--- src/rtl/counter_gen.sv ---
// Prescaled up/down counter with wrap or saturate limit handling.
// Registered tick/wrap/match pulses; combinational sat level.
module counter_gen #(
  parameter int WIDTH = 8,
  parameter int PSC_W = 8
) (
  input  logic             clk,
  input  logic             RESET_N,
  input  logic             en,
  input  logic             dir,
  input  logic             mode,
  input  logic             load,
  input  logic [WIDTH-1:0] load_val,
  input  logic [PSC_W-1:0] psc,
  input  logic [WIDTH-1:0] cmp_val,
  output logic [WIDTH-1:0] count,
  output logic             tick,
  output logic             wrap,
  output logic             match,
  output logic             sat
);

  logic [PSC_W-1:0] psc_cnt;
  logic             step;
  logic             at_max;
  logic             at_min;
  logic [WIDTH-1:0] step_count;
  logic             step_wrap;

  // A lowered psc still steps immediately thanks to the >= compare.
  assign step   = en && (psc_cnt >= psc);
  assign at_max = (count == {WIDTH{1'b1}});
  assign at_min = (count == '0);
  assign sat    = mode && ((dir && at_max) || (!dir && at_min));

  always_comb begin
    step_count = count;
    step_wrap  = 1'b0;
    if (dir) begin
      if (!at_max) begin
        step_count = count + WIDTH'(1);
      end else if (!mode) begin
        step_count = '0;
        step_wrap  = 1'b1;
      end
    end else begin
      if (!at_min) begin
        step_count = count - WIDTH'(1);
      end else if (!mode) begin
        step_count = {WIDTH{1'b1}};
        step_wrap  = 1'b1;
      end
    end
  end

  always_ff @(posedge clk or negedge RESET_N) begin
    if (!RESET_N) begin
      count   <= '0;
      psc_cnt <= '0;
      tick    <= 1'b0;
      wrap    <= 1'b0;
      match   <= 1'b0;
    end else if (load) begin
      count   <= load_val;
      psc_cnt <= '0;
      tick    <= 1'b0;
      wrap    <= 1'b0;
      match   <= (load_val == cmp_val);
    end else if (step) begin
      count   <= step_count;
      psc_cnt <= '0;
      tick    <= 1'b1;
      wrap    <= step_wrap;
      match   <= (step_count == cmp_val);
    end else begin
      tick  <= 1'b0;
      wrap  <= 1'b0;
      match <= 1'b0;
      if (en) begin
        psc_cnt <= psc_cnt + PSC_W'(1);
      end
    end
  end

endmodule
--- config.mk ---
export PLATFORM = sky130hd
export DESIGN_NAME = counter_gen
export DESIGN_NICKNAME = d
export VERILOG_FILES = /design/src/rtl/counter_gen.sv
export SDC_FILE = /design/constraint.sdc
export NUM_CORES = 1
export LEC_CHECK = 0
export BUFFER_PORTS_ARGS = -buffer_cell sky130_fd_sc_hd__buf_2
export CORE_MARGIN = 1
export CORE_UTILIZATION = 40
export DETAILED_ROUTE_END_ITERATION = 16
export RECOVER_POWER = 100
export SETUP_SLACK_MARGIN = 0.5
export SYNTH_ARGS = -nofsm -noshare
export SYNTH_HDL_FRONTEND = slang
export SYNTH_SLANG_ARGS = --single-unit
export TNS_END_PERCENT = 10
--- constraint.sdc ---
create_clock -name clk -period 2.1 [get_ports clk]
set_input_delay 0.105 -clock clk [delete_from_list [all_inputs] [get_ports clk]]
set_output_delay 0.105 -clock clk [all_outputs]
set_load 0.01 [all_outputs]
==> metrics.txt <==
pre-CTS worst setup slack=-0.336 ns; most common cell in the synthesized netlist=nand2_1; CP most frequent cell=nor3b_4; TritonCTS Buffers=3; Setup Viol. Count Final=7; status=finished, violations left; min cycle time layout=2.38 ns; Critical Path Start Type=flip-flop; via count=1,992; Worst Path Arrival=2.54 ns; initial antenna violation count=0; largest net degree at the start of global routing=23; Worst-Skew Late Latency=0.26 ns; Synth Flop Type=dfrtp_1; post-synthesis register bit count=19; Post-Synth Simple-Gate Area=28.6%; violated checks=design-rule violations, negative setup slack; Clk pwr share=22.6%; Worst-Margin Slew=1.05 ns; Starting Density=42.5%; worst reg-to-reg setup slack=-0.28 ns; synth warn=0; Pleak=0.00122 uW; Hold Vio Cnt, Final=0; Synth Area in Compound Gates=17.6%; total routed wirelength=5600 um; Slowest-stage cell, CP=dfrtp_2; wire per inst=15.5 um; Setup Skew=0.00576 ns; vias in the first global route=1,937; share of cells above drive strength 1=42.4%; internal power=747 uW; Cell Area, Synth=0.00189 mm2; Post-synth EDFFs=0; Max Slew Vio Count=0; combinational share of power=42.1%; dpl hpwl=4220 um; Die ar.=0.00500 mm2; core region area=0.00444 mm2; Crit Path Category=flip-flop to flip-flop; Clock Pin Slew Worst Setup and Hold Paths=0.08 ns; PD cells=424 mW/mm2; Non-Filler Instances=361; num rows=24; ANT cells=0; port bufs=41; Placed Area=0.00246 mm2; Post-synth ARST share=100%; largest family of logic cells by synthesized area=simple AND/OR/NAND/NOR gates; DR DRC count=4; Synth Area per Inst=8.39 um2; Routed Antenna Nets=0; overall power=1160 uW; gr usage total=23.3%; Adder-Cell Fraction of Synth Area=7.95%; Sw Ratio=35.3%; Peak VDD IR=0.321 mV; initial drt markers=158; Area growth syn-to-layout=44.5%; Chip Height=70.7 um; worst setup margin=-0.277 ns; post-synth top area share=25.2%; fin crit share=113%; overall die width=70.7 um; global-route wire length before repair=9180 um; sequential share of power=35.3%; final RePlAce weighted congestion=0.882; H-tree Lvls=1; TritonRoute pass-1 iters=11; Critical Path Max Stage Delay=0.43 ns; mux contribution to synthesized area=4.77%; register area share after synthesis=25.2%; crit path max fanout=4; dominant cell type by area after synthesis=dfrtp_1; CP cell instances=inv_2 > ha_4 > nor3b_4 > buf_4 > nor3b_4 > buf_6 > a2111oi_4 > nor3b_2 > xnor2_1 > nand3_1 > o41ai_2; Final #Nets=352; Netlist cell types=50; f_max=421 MHz; RSZ-0062 raised after global routing=yes; grt total ovfl=0; # IOs=42; CTS tree=built; critical path endpoint category=flip-flop; CP Data Required Time=2.26 ns; Mapped Cells=225; HP Class=input port to flip-flop; max-cap viol count=0; total net switching power=408 uW; Synth Net Count=267; Root Buffer Master=clkbuf_8; XOR/XNOR Fraction of Synth Area=10.2%; Via density=5.52; clock tree buffer depth=2; final instance area=0.00273 mm2; Clock Sinks=19; relative slew slack=29.9%; Area contributors post-synth=dfrtp_1, ha_1, xor2_1; commonest cells in the netlist=nand2_1, dfrtp_1, nor2_1; Placed Cells=347
## kinds of logic (layout without fill, tap and decap cells)
family | Yosys count | count (layout)
AOI/OAI and AO/OA | 49 | 49
xor gates and xnor gates | 22 | 22
adders and majority gates | 12 | 12
buffers and inverters | 25 | 109
DFF | 19 | 19
muxes | 9 | 9
and+or+nand+nor | 89 | 89
## layer usage
metal  global-route usage, %  share of wire, %
met2                    36.3                44
met4                    7.78               1.8
met3                    3.70               5.1
met5                       0                 0
met1                    32.9                49
## through the flow
stage | hold slack (ns) | setup TNS (ns) | utilization, %
final | 0.0857 | -0.586 | 61.4
after global routing | 0.0958 | -1.58 | 61.4
after CTS | 0.0775 | -0.450 | 59.3
after detailed placement | 0.0658 | -0.571 | 55.3
after global placement | 0.0673 | -0.525 | 55.3
after floorplan | -0.191 | -0.128 | -
## worst paths after layout
path / startpoint / to / cells after the start
min in group asynchronous: RESET_N / psc_cnt[5] / 2
min: load_val[6] / count[6] / 3
max: count[1] / match / 11
max reg2reg: count[1] / match / 11
min reg2reg: psc_cnt[7] / psc_cnt[7] / 2
max in group asynchronous: RESET_N / count[0] / 2
## cell usage in the layout (no fill, tap or decap), drive strengths merged, types with 2 or more instances in the layout
cell type and instances:
a2111oi 3, a211oi 3, a21oi 7, a31oi 5, and3 2, and4 3, buf 87, clkbuf 8
dfrtp 19, ha 12, inv 12, mux2i 9, nand2 21, nand2b 3, nand3 11, nand3b 3
nand4 6, nor2 15, nor2b 3, nor3 7, nor3b 6, nor4 3, o21ai 18, o41ai 2
or2 2, xnor2 8, xor2 14
## what timing repair did
| item | 4_1_cts | 5_1_grt |
|---|---|---|
| hold buffers | 1 | 0 |
| endpoints found under the setup margin | 20 | 20 |
| resized for setup | 14 | 20 |
| hold endpoints to repair | 19 | 0 |
| pin swaps | 13 | 9 |
| buffers inserted | 8 | 1 |
## cell type report
type,count,area [um2]
Timing Repair Buffer,93,617
Inverter,12,45.0
Tap cell,52,65.1
Clock buffer,3,41.3
Fill cell,408,1720
Clock inverter,1,5.00
Sequential cell,19,482
Multi-Input combinational cell,181,1470
## power groups by stage
stage	registers [uW]	clock network, uW	logic [uW]
after detailed placement	413	0	426
after CTS	407	272	458
after global placement	413	0	426
after global routing	411	287	525
after floorplan	423	0	232
final	408	261	486
## registers in the layout (all words and copies together) (netlist names)
signal / flops
wrap: 1
match: 1
tick: 1
psc_cnt: 8
count: 8
## critical path: cells and delay by family (launching register included)
| kind | cells | cell delay (ns) |
|---|---|---|
| AND/OR/NAND/NOR | 4 | 0.78 |
| flip-flops | 1 | 0.43 |
| buffers and inverters | 3 | 0.39 |
| AO/OA/AOI/OAI | 2 | 0.39 |
| adder cells (fa/ha/maj) | 1 | 0.15 |
| XOR/XNOR | 1 | 0.14 |
No activity file was read; power rests on OpenSTA's default activity.
